[src/rtl/int_ctrl.sv]
// Vectored interrupt controller: fixed lowest-index priority, nesting through in-service bits, per-channel edge/level mode.
// An irq edge sets pending on edge k and raises int_req after edge k+1; a request holds its id/vector until int_ack.
module int_ctrl #(
  parameter int          NCH        = 4,
  parameter int          AW         = 10,
  parameter int unsigned VEC_BASE   = 32'h3C0,
  parameter int unsigned VEC_STRIDE = 16,
  localparam int         IW         = $clog2(NCH)
) (
  input  logic           clk,
  input  logic           reset,
  input  logic [NCH-1:0] irq,
  input  logic           we_en,
  input  logic [NCH-1:0] en_in,
  input  logic           we_mode,
  input  logic [NCH-1:0] mode_in,
  input  logic           we_vec,
  input  logic [IW-1:0]  vec_sel,
  input  logic [AW-1:0]  vec_in,
  input  logic           int_ack,
  input  logic           int_ret,
  output logic           int_req,
  output logic [AW-1:0]  int_vec,
  output logic [IW-1:0]  int_id,
  output logic [NCH-1:0] pending,
  output logic [NCH-1:0] in_service
);

  localparam logic [NCH-1:0] ONE = NCH'(1);

  typedef enum logic {S_IDLE, S_REQ} state_e;

  state_e         state_q, state_d;
  logic [NCH-1:0] irq_d_q;
  logic [NCH-1:0] pend_q, pend_d;
  logic [NCH-1:0] isv_q, isv_d;
  logic [NCH-1:0] en_q, en_d;
  logic [NCH-1:0] mode_q, mode_d;
  logic [AW-1:0]  vec_q [NCH];
  logic [AW-1:0]  vec_d [NCH];
  logic [AW-1:0]  ivec_q, ivec_d;
  logic [IW-1:0]  iid_q, iid_d;

  logic [NCH-1:0] rise;
  logic [NCH-1:0] isv_low;
  logic [NCH-1:0] prio_mask;
  logic [NCH-1:0] elig;
  logic [IW-1:0]  win_id;
  logic           ack_fire;

  // Only channels above the lowest active service level may interrupt it.
  always_comb begin
    rise      = irq & ~irq_d_q;
    ack_fire  = (state_q == S_REQ) && int_ack;
    isv_low   = isv_q & (~isv_q + ONE);
    prio_mask = (isv_q == '0) ? '1 : (isv_low - ONE);
    elig      = pend_q & en_q & prio_mask;
    win_id    = '0;
    for (int i = NCH - 1; i >= 0; i--) begin
      if (elig[i]) win_id = IW'(i);
    end
  end

  always_comb begin
    for (int i = 0; i < NCH; i++) begin
      if (mode_q[i]) begin
        pend_d[i] = rise[i] | (pend_q[i] & ~(ack_fire && (iid_q == IW'(i))));
      end else begin
        pend_d[i] = irq[i];
      end
    end
  end

  // Return retires the innermost level before a same-cycle ack opens a new one.
  always_comb begin
    isv_d = int_ret ? (isv_q & ~isv_low) : isv_q;
    if (ack_fire) isv_d[iid_q] = 1'b1;
  end

  always_comb begin
    en_d   = we_en   ? en_in   : en_q;
    mode_d = we_mode ? mode_in : mode_q;
    for (int i = 0; i < NCH; i++) begin
      vec_d[i] = (we_vec && (int'(vec_sel) == i)) ? vec_in : vec_q[i];
    end
  end

  always_comb begin
    state_d = state_q;
    iid_d   = iid_q;
    ivec_d  = ivec_q;
    case (state_q)
      S_IDLE: begin
        if (elig != '0) begin
          state_d = S_REQ;
          iid_d   = win_id;
          ivec_d  = vec_q[win_id];
        end
      end
      S_REQ: begin
        if (int_ack) state_d = S_IDLE;
      end
      default: state_d = S_IDLE;
    endcase
  end

  always_ff @(posedge clk or posedge reset) begin
    if (reset) begin
      state_q <= S_IDLE;
      irq_d_q <= '0;
      pend_q  <= '0;
      isv_q   <= '0;
      en_q    <= '0;
      mode_q  <= '1;
      iid_q   <= '0;
      ivec_q  <= '0;
      for (int i = 0; i < NCH; i++) begin
        vec_q[i] <= AW'(VEC_BASE + (32'(i) * VEC_STRIDE));
      end
    end else begin
      state_q <= state_d;
      irq_d_q <= irq;
      pend_q  <= pend_d;
      isv_q   <= isv_d;
      en_q    <= en_d;
      mode_q  <= mode_d;
      iid_q   <= iid_d;
      ivec_q  <= ivec_d;
      for (int i = 0; i < NCH; i++) begin
        vec_q[i] <= vec_d[i];
      end
    end
  end

  assign int_req    = (state_q == S_REQ);
  assign int_vec    = ivec_q;
  assign int_id     = iid_q;
  assign pending    = pend_q;
  assign in_service = isv_q;

endmodule

[config.mk]
export PLATFORM = sky130hd
export DESIGN_NAME = int_ctrl
export DESIGN_NICKNAME = d
export VERILOG_FILES = /design/src/rtl/int_ctrl.sv
export SDC_FILE = /design/constraint.sdc
export NUM_CORES = 1
export LEC_CHECK = 0
export ABC_AREA = 1
export ABC_CLOCK_PERIOD_IN_PS = 5350
export BUFFER_PORTS_ARGS = -buffer_cell sky130_fd_sc_hd__buf_2
export CAP_MARGIN = 25
export CORE_MARGIN = 2
export CORE_UTILIZATION = 39
export DETAILED_ROUTE_END_ITERATION = 12
export PLACE_DENSITY = 0.6
export SYNTH_ARGS = -nofsm -noshare
export SYNTH_HDL_FRONTEND = slang
export SYNTH_SLANG_ARGS = --single-unit
[constraint.sdc]
create_clock -name clk -period 5.35 [get_ports clk]
set_input_delay 0.2675 -clock clk [delete_from_list [all_inputs] [get_ports clk]]
set_output_delay 0.2675 -clock clk [all_outputs]
set_load 0.005 [all_outputs]
==> results of run 1 <==
## worst max-delay path by stage
stage,from,end,cells after the start
floorplan,reset,en_q[0],1
global placement,in_service[0],int_vec[8],9
detailed placement,in_service[0],int_vec[8],9
CTS,in_service[0],int_vec[8],9
global route,in_service[2],int_vec[8],9
finish,in_service[0],int_vec[8],9
## through the flow
step                      worst slack, ps  instance area [um^2]
after floorplan                      3270                  3390
after global placement               3200                  3690
after detailed placement             3200                  3690
after CTS                            3200                  3890
after global routing                 2950                  3890
final                                3180                  3890
## flip-flops by register name (all words and copies together) (netlist names)
name / cells
en_q: 4
mode_q: 4
in_service: 4
irq_d_q: 4
int_id: 2
vec_q: 40
int_vec: 10
pending: 4
int_req: 1
## worst max-delay path, delay by kind of cell (launching register included)
| kind | cells | cell delay, ps |
|---|---|---|
| AOI/OAI and AO/OA | 1 | 450 |
| buffers and inverters | 2 | 350 |
| DFF | 1 | 430 |
| and+or+nand+nor | 6 | 820 |
## per-layer routing
metal / track usage / routed length [um] / up-vias
met2: 0.259 / 3320 / 60
li1: - / - / 1325
met5: 0 / 0 / -
met3: 0.0475 / 321 / 10
met1: 0.234 / 3420 / 1216
met4: 0.0502 / 107 / 0
## synth_stat cells (all sizes together)
cell type and number:
buf 9, nor2 4, bufinv 1, nand4 2, a32o 1, nand3 45
o21bai 1, clkbuf 8, a21o 1, or2 1, dfrtp 49, mux2 8
nand2 123, dfstp 24, a21boi 1, inv 60, nor3 4, o21ai 48
a21oi 1
## power by group through the flow
stage               sequential (W)  clock [W]  combinational, W
finish                    0.000769   0.000440          0.000576
global route              0.000787   0.000480          0.000668
CTS                       0.000769   0.000455          0.000582
detailed placement        0.000778          0          0.000580
global placement          0.000776          0          0.000574
floorplan                 0.000766          0          0.000447
## layout make-up
class / instances / area [um^2] / area share
Tap cell: 108 / 135 / 0.0347
Multi-Input combinational cell: 240 / 1190 / 0.306
Timing Repair Buffer: 52 / 263 / 0.0675
Inverter: 61 / 243 / 0.0624
Clock buffer: 9 / 124 / 0.0318
Clock inverter: 7 / 80.1 / 0.0206
Sequential cell: 73 / 1860 / 0.477
## cell families (layout without fill, tap and decap cells)
logic type / after synthesis / in the layout
buffers and inverters: 78 / 129
AOI/OAI and AO/OA: 53 / 53
muxes: 8 / 8
and+or+nand+nor: 179 / 179
DFF: 73 / 73
==> impl_metrics.toml, run 1 <==
[status]
outcome = "finished, final reports clean"

[yosys]
syn_inst = 391
synth_top_area_cell = "dfrtp_1"
synth-xor-area-share = 0
synth-adder-area-share = 0
synth-compound-area-share = 0.0863
netlist_top_cells_area = "dfrtp_1 36%, dfstp_2 19%, nand2_1 13%, o21ai_0 6.5%, inv_1 6.4%"
synth_top_family_by_area = "simple AND/OR/NAND/NOR gates"
yosysTopAreaCellShare = 0.361
avgSynthCellArea_um2 = 8.68
yosys.area_share.simple = 0.238
synth.net_count = 422
synth.mux.area_fraction = 0.0266
synth.distinct_cells = 27
synth_warnings = 0
syn-cell-area_um2 = 3390
synth-seq-area-share = 0.547
yosys_register_bits = 73

[floorplan]
ioPinCount = 52
die_y_um = 97.3
start_util = 0.395
fp.dieArea_um2 = 9460
rows = 34
fp.dieW_um = 97.3
core-area_um2 = 8590

[placed_design]
place.gp.congestion = 0.771
dp_hpwl_um = 5010
portBuffers = 51
dpl.cell_count = 534

[route]
wl_per_cell_um = 13.0
via_per_inst = 4.75
drc = 0
vias = 2611
ant_nets = 0
first_pass_iters = 4
first_iter_violations = 115
wl_um = 7170

[clocking]
clk_path_buf_depth = 2
cts_max_level = 3
clock_latency_ps = 350
cts_tree = "built"
ctsResizeCount = 0
postCtsSetupBuffers = 0
clock_sinks = 73
clk_pin_slew_worst_paths_ps = 80
hold_buffers = 0
cts_buffers = 9
clock-root-buffer = "clkbuf_8"

[critical_path]
r2r-start = "in_service[0]"
r2r_end = "int_vec[8]"
reg2reg_depth = 9
r2r_setup_slack_ps = 3180
worstPathMaxFanout = 22
path_common_cell = "nand2_1"
worstSetupPathType = "reg2reg"
worst_path_max_delay_cell = "a21oi_2"
critPathLaunchType = "flip-flop"
crit_chain = "inv_2 -> nand3_2 -> nand2_2 -> a21oi_2 -> inv_2 -> nand3_1 -> nand2_1 -> nand2_1 -> nand2_1"
cp-end-kind = "flip-flop"
crit_arrival_ps = 2420
cpPeakStageDelay_ps = 450
critical_path_required_ps = 5600

[worst_hold_path]
min_from = "irq[1]"
hold_depth = 1
holdCritPathClass = "in2reg"
whs_endpoint = "irq_d_q[1]"

[cells_and_area]
final_util = 0.453
fillers = 875
n_antenna_cell = 0
stdcell_count = 550
area_growth_pct = 14.8
final_common_cell = "nand2_1"
drive_gt1_frac = 0.274
layout_common_cells = "121 x nand2_1, 57 x inv_1, 51 x buf_2"
nets = 468

[global_routing]
grt_max_degree = 74
grt_pass1_wl_um = 12900
grt_pass1_vias = 2653
overflow = 0
grt_usage = 0.169
antenna_found_initial = 0

[timing]
fin_skew_ps = 7.00
tightest_slew_ps = 896
setup_tns_ps = 0
min_period_ps = 2170
drv_slew = 0
hold_viol_final = 0
setup_violations = 0
clock.fmax_mhz = 461
rsz0062_at_grt = "false"
period_share = 0.406
slew_headroom = 0.402
holdWs_ps = 31.2

[pwr]
clock_power_share = 0.247
peakVddDrop_mv = 0.143
finalPower_w = 0.00178
p_leak_nw = 2.03
p_sw_w = 0.000659
power-per-cell-area_nw_per_um2 = 459
seq_power_share = 0.431
sw_frac_of_total = 0.369
comb_power_share = 0.323
internal-power_w = 0.00113

[flow_run]
max-cap-violations = 0
No activity file was read; power rests on OpenSTA's default activity.
==> run 2, diff against run 1 <==
- ABC_CLOCK_PERIOD_IN_PS: 5350 -> 2100
- clock period: 5.35 -> 2.1 ns (I/O delays scaled with it)
==> run 2 against run 1 <==
Against the previous run: cell area grew 5.4%; critical path depth shrank 2; worst setup slack lost 2600 ps; critical path type unchanged; highest routed layer unchanged.
==> impl_metrics.toml, run 2 (synthesis results as in run 1) <==
[flow_run]
max-cap-violations = 0

[worst_hold_path]
hold_depth = 2
min_from = "en_in[3]"
holdCritPathClass = "in2reg"

[route]
wl_per_cell_um = 13.0
via_per_inst = 4.70
ant_nets = 0
drc = 0
vias = 2663
first_pass_iters = 4
first_iter_violations = 124
wl_um = 7380

[critical_path]
worstSetupPathType = "reg2reg"
worstPathMaxFanout = 15
critPathLaunchType = "flip-flop"
reg2reg_depth = 7
startpoint = "in_service[0]"
critical_path_required_ps = 2340
crit_arrival_ps = 1790
r2r-start = "in_service[0]"
cp-end-kind = "flip-flop"

[clocking]
clk_path_buf_depth = 2
cts_buffers = 9
cts_tree = "built"
clk_pin_slew_worst_paths_ps = 80
clock_sinks = 73
clock_latency_ps = 350
cts_max_level = 3
postCtsSetupBuffers = 0
hold_buffers = 14
ctsResizeCount = 0
clock-root-buffer = "clkbuf_8"

[global_routing]
grt_max_degree = 52
grt_pass1_wl_um = 13200
grt_pass1_vias = 2770
antenna_found_initial = 0
grt_usage = 0.172
overflow = 0

[pwr]
finalPower_w = 0.00482
peakVddDrop_mv = 0.369
p_leak_nw = 2.14
power-per-cell-area_nw_per_um2 = 1170

[floorplan]
fp.dieArea_um2 = 9460
start_util = 0.395
core-area_um2 = 8590
die_y_um = 97.3
fp.dieW_um = 97.3
ioPinCount = 52
rows = 34

[placed_design]
portBuffers = 51
dp_hpwl_um = 5120
dpl.cell_count = 537
place.gp.congestion = 0.763

[cells_and_area]
largest_reg_flops = 40
final_util = 0.478
nets = 485
layout_common_cells = "121 x nand2_1, 57 x inv_1, 51 x buf_2"
area_growth_pct = 21.0
drive_gt1_frac = 0.270
regMostFlops = "vec_q"
final_common_cell = "nand2_1"
stdcell_count = 567
n_antenna_cell = 0

[timing]
drv_slew = 0
fin_skew_ps = 8.03
holdWs_ps = 7.51
setup_tns_ps = 0
setup_violations = 0
slew_headroom = 0.484
period_share = 0.740
min_period_ps = 1550
hold_viol_final = 0
rsz0062_at_grt = "false"
tightest_slew_ps = 772
clock.fmax_mhz = 644

[status]
outcome = "finished, final reports clean"
## run 2: cell types whose count changed in the layout (fill, tap and decap cells not counted)
cell,change
dlygate4sd3_1,+14
clkinv_4,-3
buf_4,+2
bufinv_16,+2
clkinv_2,+2
buf_12,+1
clkinvlp_4,-1
## run 2: where the power goes
group	switching [W]	total [W]	leakage, nW	internal, W
Clock	0.000539	0.00133	0.120	0.000789
Combinational	0.000924	0.00153	1.16	0.000604
Sequential	0.000206	0.00196	0.859	0.00175
Total	0.00167	0.00482	2.14	0.00315
## run 2: final timing paths
kind	to	slack, ps
worst max-delay path	int_vec[5]	550
worst min-delay path	en_q[3]	8
worst max register to register	int_vec[5]	550
worst min register to register	vec_q[31]	490
max in group asynchronous	vec_q[18]	1080
min in group asynchronous	irq_d_q[1]	330
## run 2: per-stage QoR
step,setup WS (ps),area (um^2)
2_1_floorplan,181,3390
3_3_place_gp,572,3720
3_5_place_dp,553,3720
4_1_cts,532,4100
5_1_grt,353,4100
6_report,546,4100
## run 2: critical path, stage by stage (launching register included)
cell and delay (ps):
dfrtp_1 430, nor2_4 70, nand3_1 130, nand2_1 100, o21ai_4 320, bufinv_8 270, nand2_1 70, nand2_1 50
## run 2: cell type report
type | instances | area, um^2
Multi-Input combinational cell | 240 | 1190
Sequential cell | 73 | 1860
Tap cell | 108 | 135
Timing Repair Buffer | 69 | 438
Clock buffer | 9 | 124
Inverter | 61 | 243
Fill cell | 839 | 4490
Clock inverter | 7 | 116
## run 2: routing by layer
layer  vias up  global-route usage  wire length [um]  part of all wire
met5         -                   0                 0                 0
met4         0              0.0588               109             0.015
met3        13              0.0446               373             0.051
met2        63               0.267              3300              0.45
met1      1237               0.237              3590              0.49
li1       1350                   -                 -                 -
==> run 3, diff against run 2 <==
- ABC_CLOCK_PERIOD_IN_PS: 2100 -> 1300
- PLACE_DENSITY: 0.6 -> 0.63
- clock period: 2.1 -> 1.3 ns (I/O delays scaled with it)
==> run 3 against run 2 <==
Against the previous run: sequential power increased by 62%; via count increased by 3.8%; the run now ends with setup timing left; largest cell class unchanged; clock-buffer cell count unchanged; total power increased by 66%; clock skew increased by 0.55 ps; highest routed layer unchanged.
==> impl_metrics.toml, run 3 (synthesis results as in run 1) <==
[floorplan]
fp.dieW_um = 97.3
core-area_um2 = 8590
die_y_um = 97.3
ioPinCount = 52
start_util = 0.395
rows = 34
fp.dieArea_um2 = 9460

[worst_hold_path]
holdCritPathClass = "in2reg"
hold_depth = 3

[critical_path]
worstPathMaxFanout = 5
crit_arrival_ps = 1740
critPathLaunchType = "flip-flop"
cpPeakStageDelay_ps = 430
crit_chain = "nor2_4 -> nand3_1 -> a21oi_2 -> inv_2 -> buf_4 -> nand3_2 -> nand2_1 -> nand2_1 -> nand2_1"
critical_path_required_ps = 1550
reg2reg_depth = 9
worstSetupPathType = "reg2reg"
cp-end-kind = "flip-flop"
worst_path_max_delay_cell = "dfrtp_1"
path_common_cell = "nand2_1"

[cells_and_area]
drive_gt1_frac = 0.309
layout_common_cells = "119 x nand2_1, 57 x inv_1, 51 x buf_2"
final_common_cell = "nand2_1"
n_antenna_cell = 0
nets = 512
seq_area_um2 = 1860
final_area_um2 = 4330
largest_reg_flops = 40
multi_input_area_um2 = 1200
regMostFlops = "vec_q"
fillers = 827
final_util = 0.504
area_growth_pct = 27.7

[timing]
min_period_ps = 1490
slew_headroom = 0.746
tightest_slew_ps = 381
setup_violations = 12
clock.fmax_mhz = 669
period_share = 1.15
drv_slew = 0
fin_ws_ps = -195
rsz0062_at_grt = "true"
hold_viol_final = 0
setup_tns_ps = -1670
fin_skew_ps = 8.58

[global_routing]
grt_pass1_vias = 2756
grt_max_degree = 74
overflow = 0
grt_pass1_wl_um = 13200
antenna_found_initial = 0
grt_usage = 0.173

[route]
first_iter_violations = 177
drc = 0
wl_per_cell_um = 13.0
ant_nets = 0
wl_um = 7710
via_per_inst = 4.65
vias = 2765
first_pass_iters = 5

[clocking]
cts_max_level = 3
cts_tree = "built"
clk_pin_slew_worst_paths_ps = 90
clk_path_buf_depth = 2
cts_buffers = 9
clock_sinks = 73
clock-root-buffer = "clkbuf_8"
clock_latency_ps = 350

[pwr]
p_leak_nw = 2.24
power-per-cell-area_nw_per_um2 = 1840
peakVddDrop_mv = 0.684

[placed_design]
placed_area_um2 = 3910
portBuffers = 51
place.gp.congestion = 0.775
dp_hpwl_um = 5310

[flow_run]
max-cap-violations = 0

[status]
violations = "setup timing"
outcome = "complete, but fails checks"
-- run 3: stage by stage --
stage / hold WS (ps) / worst slack (ps) / std cells / power, W
2_1_floorplan: 96.4 / -32.4 / 391 / 0.00499
3_3_place_gp: 189 / -150 / 558 / 0.00602
3_5_place_dp: 192 / -169 / 558 / 0.00607
4_1_cts: 1.76 / -199 / 593 / 0.00800
5_1_grt: 5.63 / -352 / 594 / 0.00862
6_report: 16.0 / -195 / 594 / 0.00799
-- run 3: what timing repair did --
action                                 4_1_cts  5_1_grt
hold buffers                                18        0
gates cloned                                 1        0
gates resized for setup                      4        5
setup endpoints to repair                   13       13
pin swaps                                    2       12
buffers inserted                             0        2
endpoints found under the hold margin       78        0
-- run 3: critical path: cells and delay by family, from the launching register on --
| kind | cells | cell delay [ps] |
|---|---|---|
| buf+inv | 2 | 230 |
| simple gates | 6 | 530 |
| compound gates | 1 | 190 |
| flops | 1 | 430 |
-- run 3: path summary, 6_finish.rpt --
check	startpoint	endpoint	slack (ps)
max in group asynchronous	reset	vec_q[28]	600
setup / recovery	in_service[0]	int_vec[5]	-190
hold / removal	vec_in[4]	vec_q[24]	20
hold reg to reg	vec_q[31]	vec_q[31]	490
min in group asynchronous	reset	vec_q[1]	360
setup reg to reg	in_service[0]	int_vec[5]	-190
-- run 3: layout make-up --
cell class                      count  area share
Clock inverter                      7      0.0165
Timing Repair Buffer               96       0.161
Tap cell                          108      0.0312
Multi-Input combinational cell    240       0.277
Inverter                           61      0.0569
Sequential cell                    73       0.429
Clock buffer                        9      0.0286
-- run 3: power by group --
group          switching, W  internal, W
combinational       0.00162      0.00143
clock              0.000880     0.000881
sequential         0.000346      0.00283
-- run 3: per-layer routing --
metal | global-route usage | routed length, um
met1 | 0.235 | 3790
met2 | 0.275 | 3510
met3 | 0.0496 | 343
met4 | 0.0481 | 65
met5 | 0 | 0
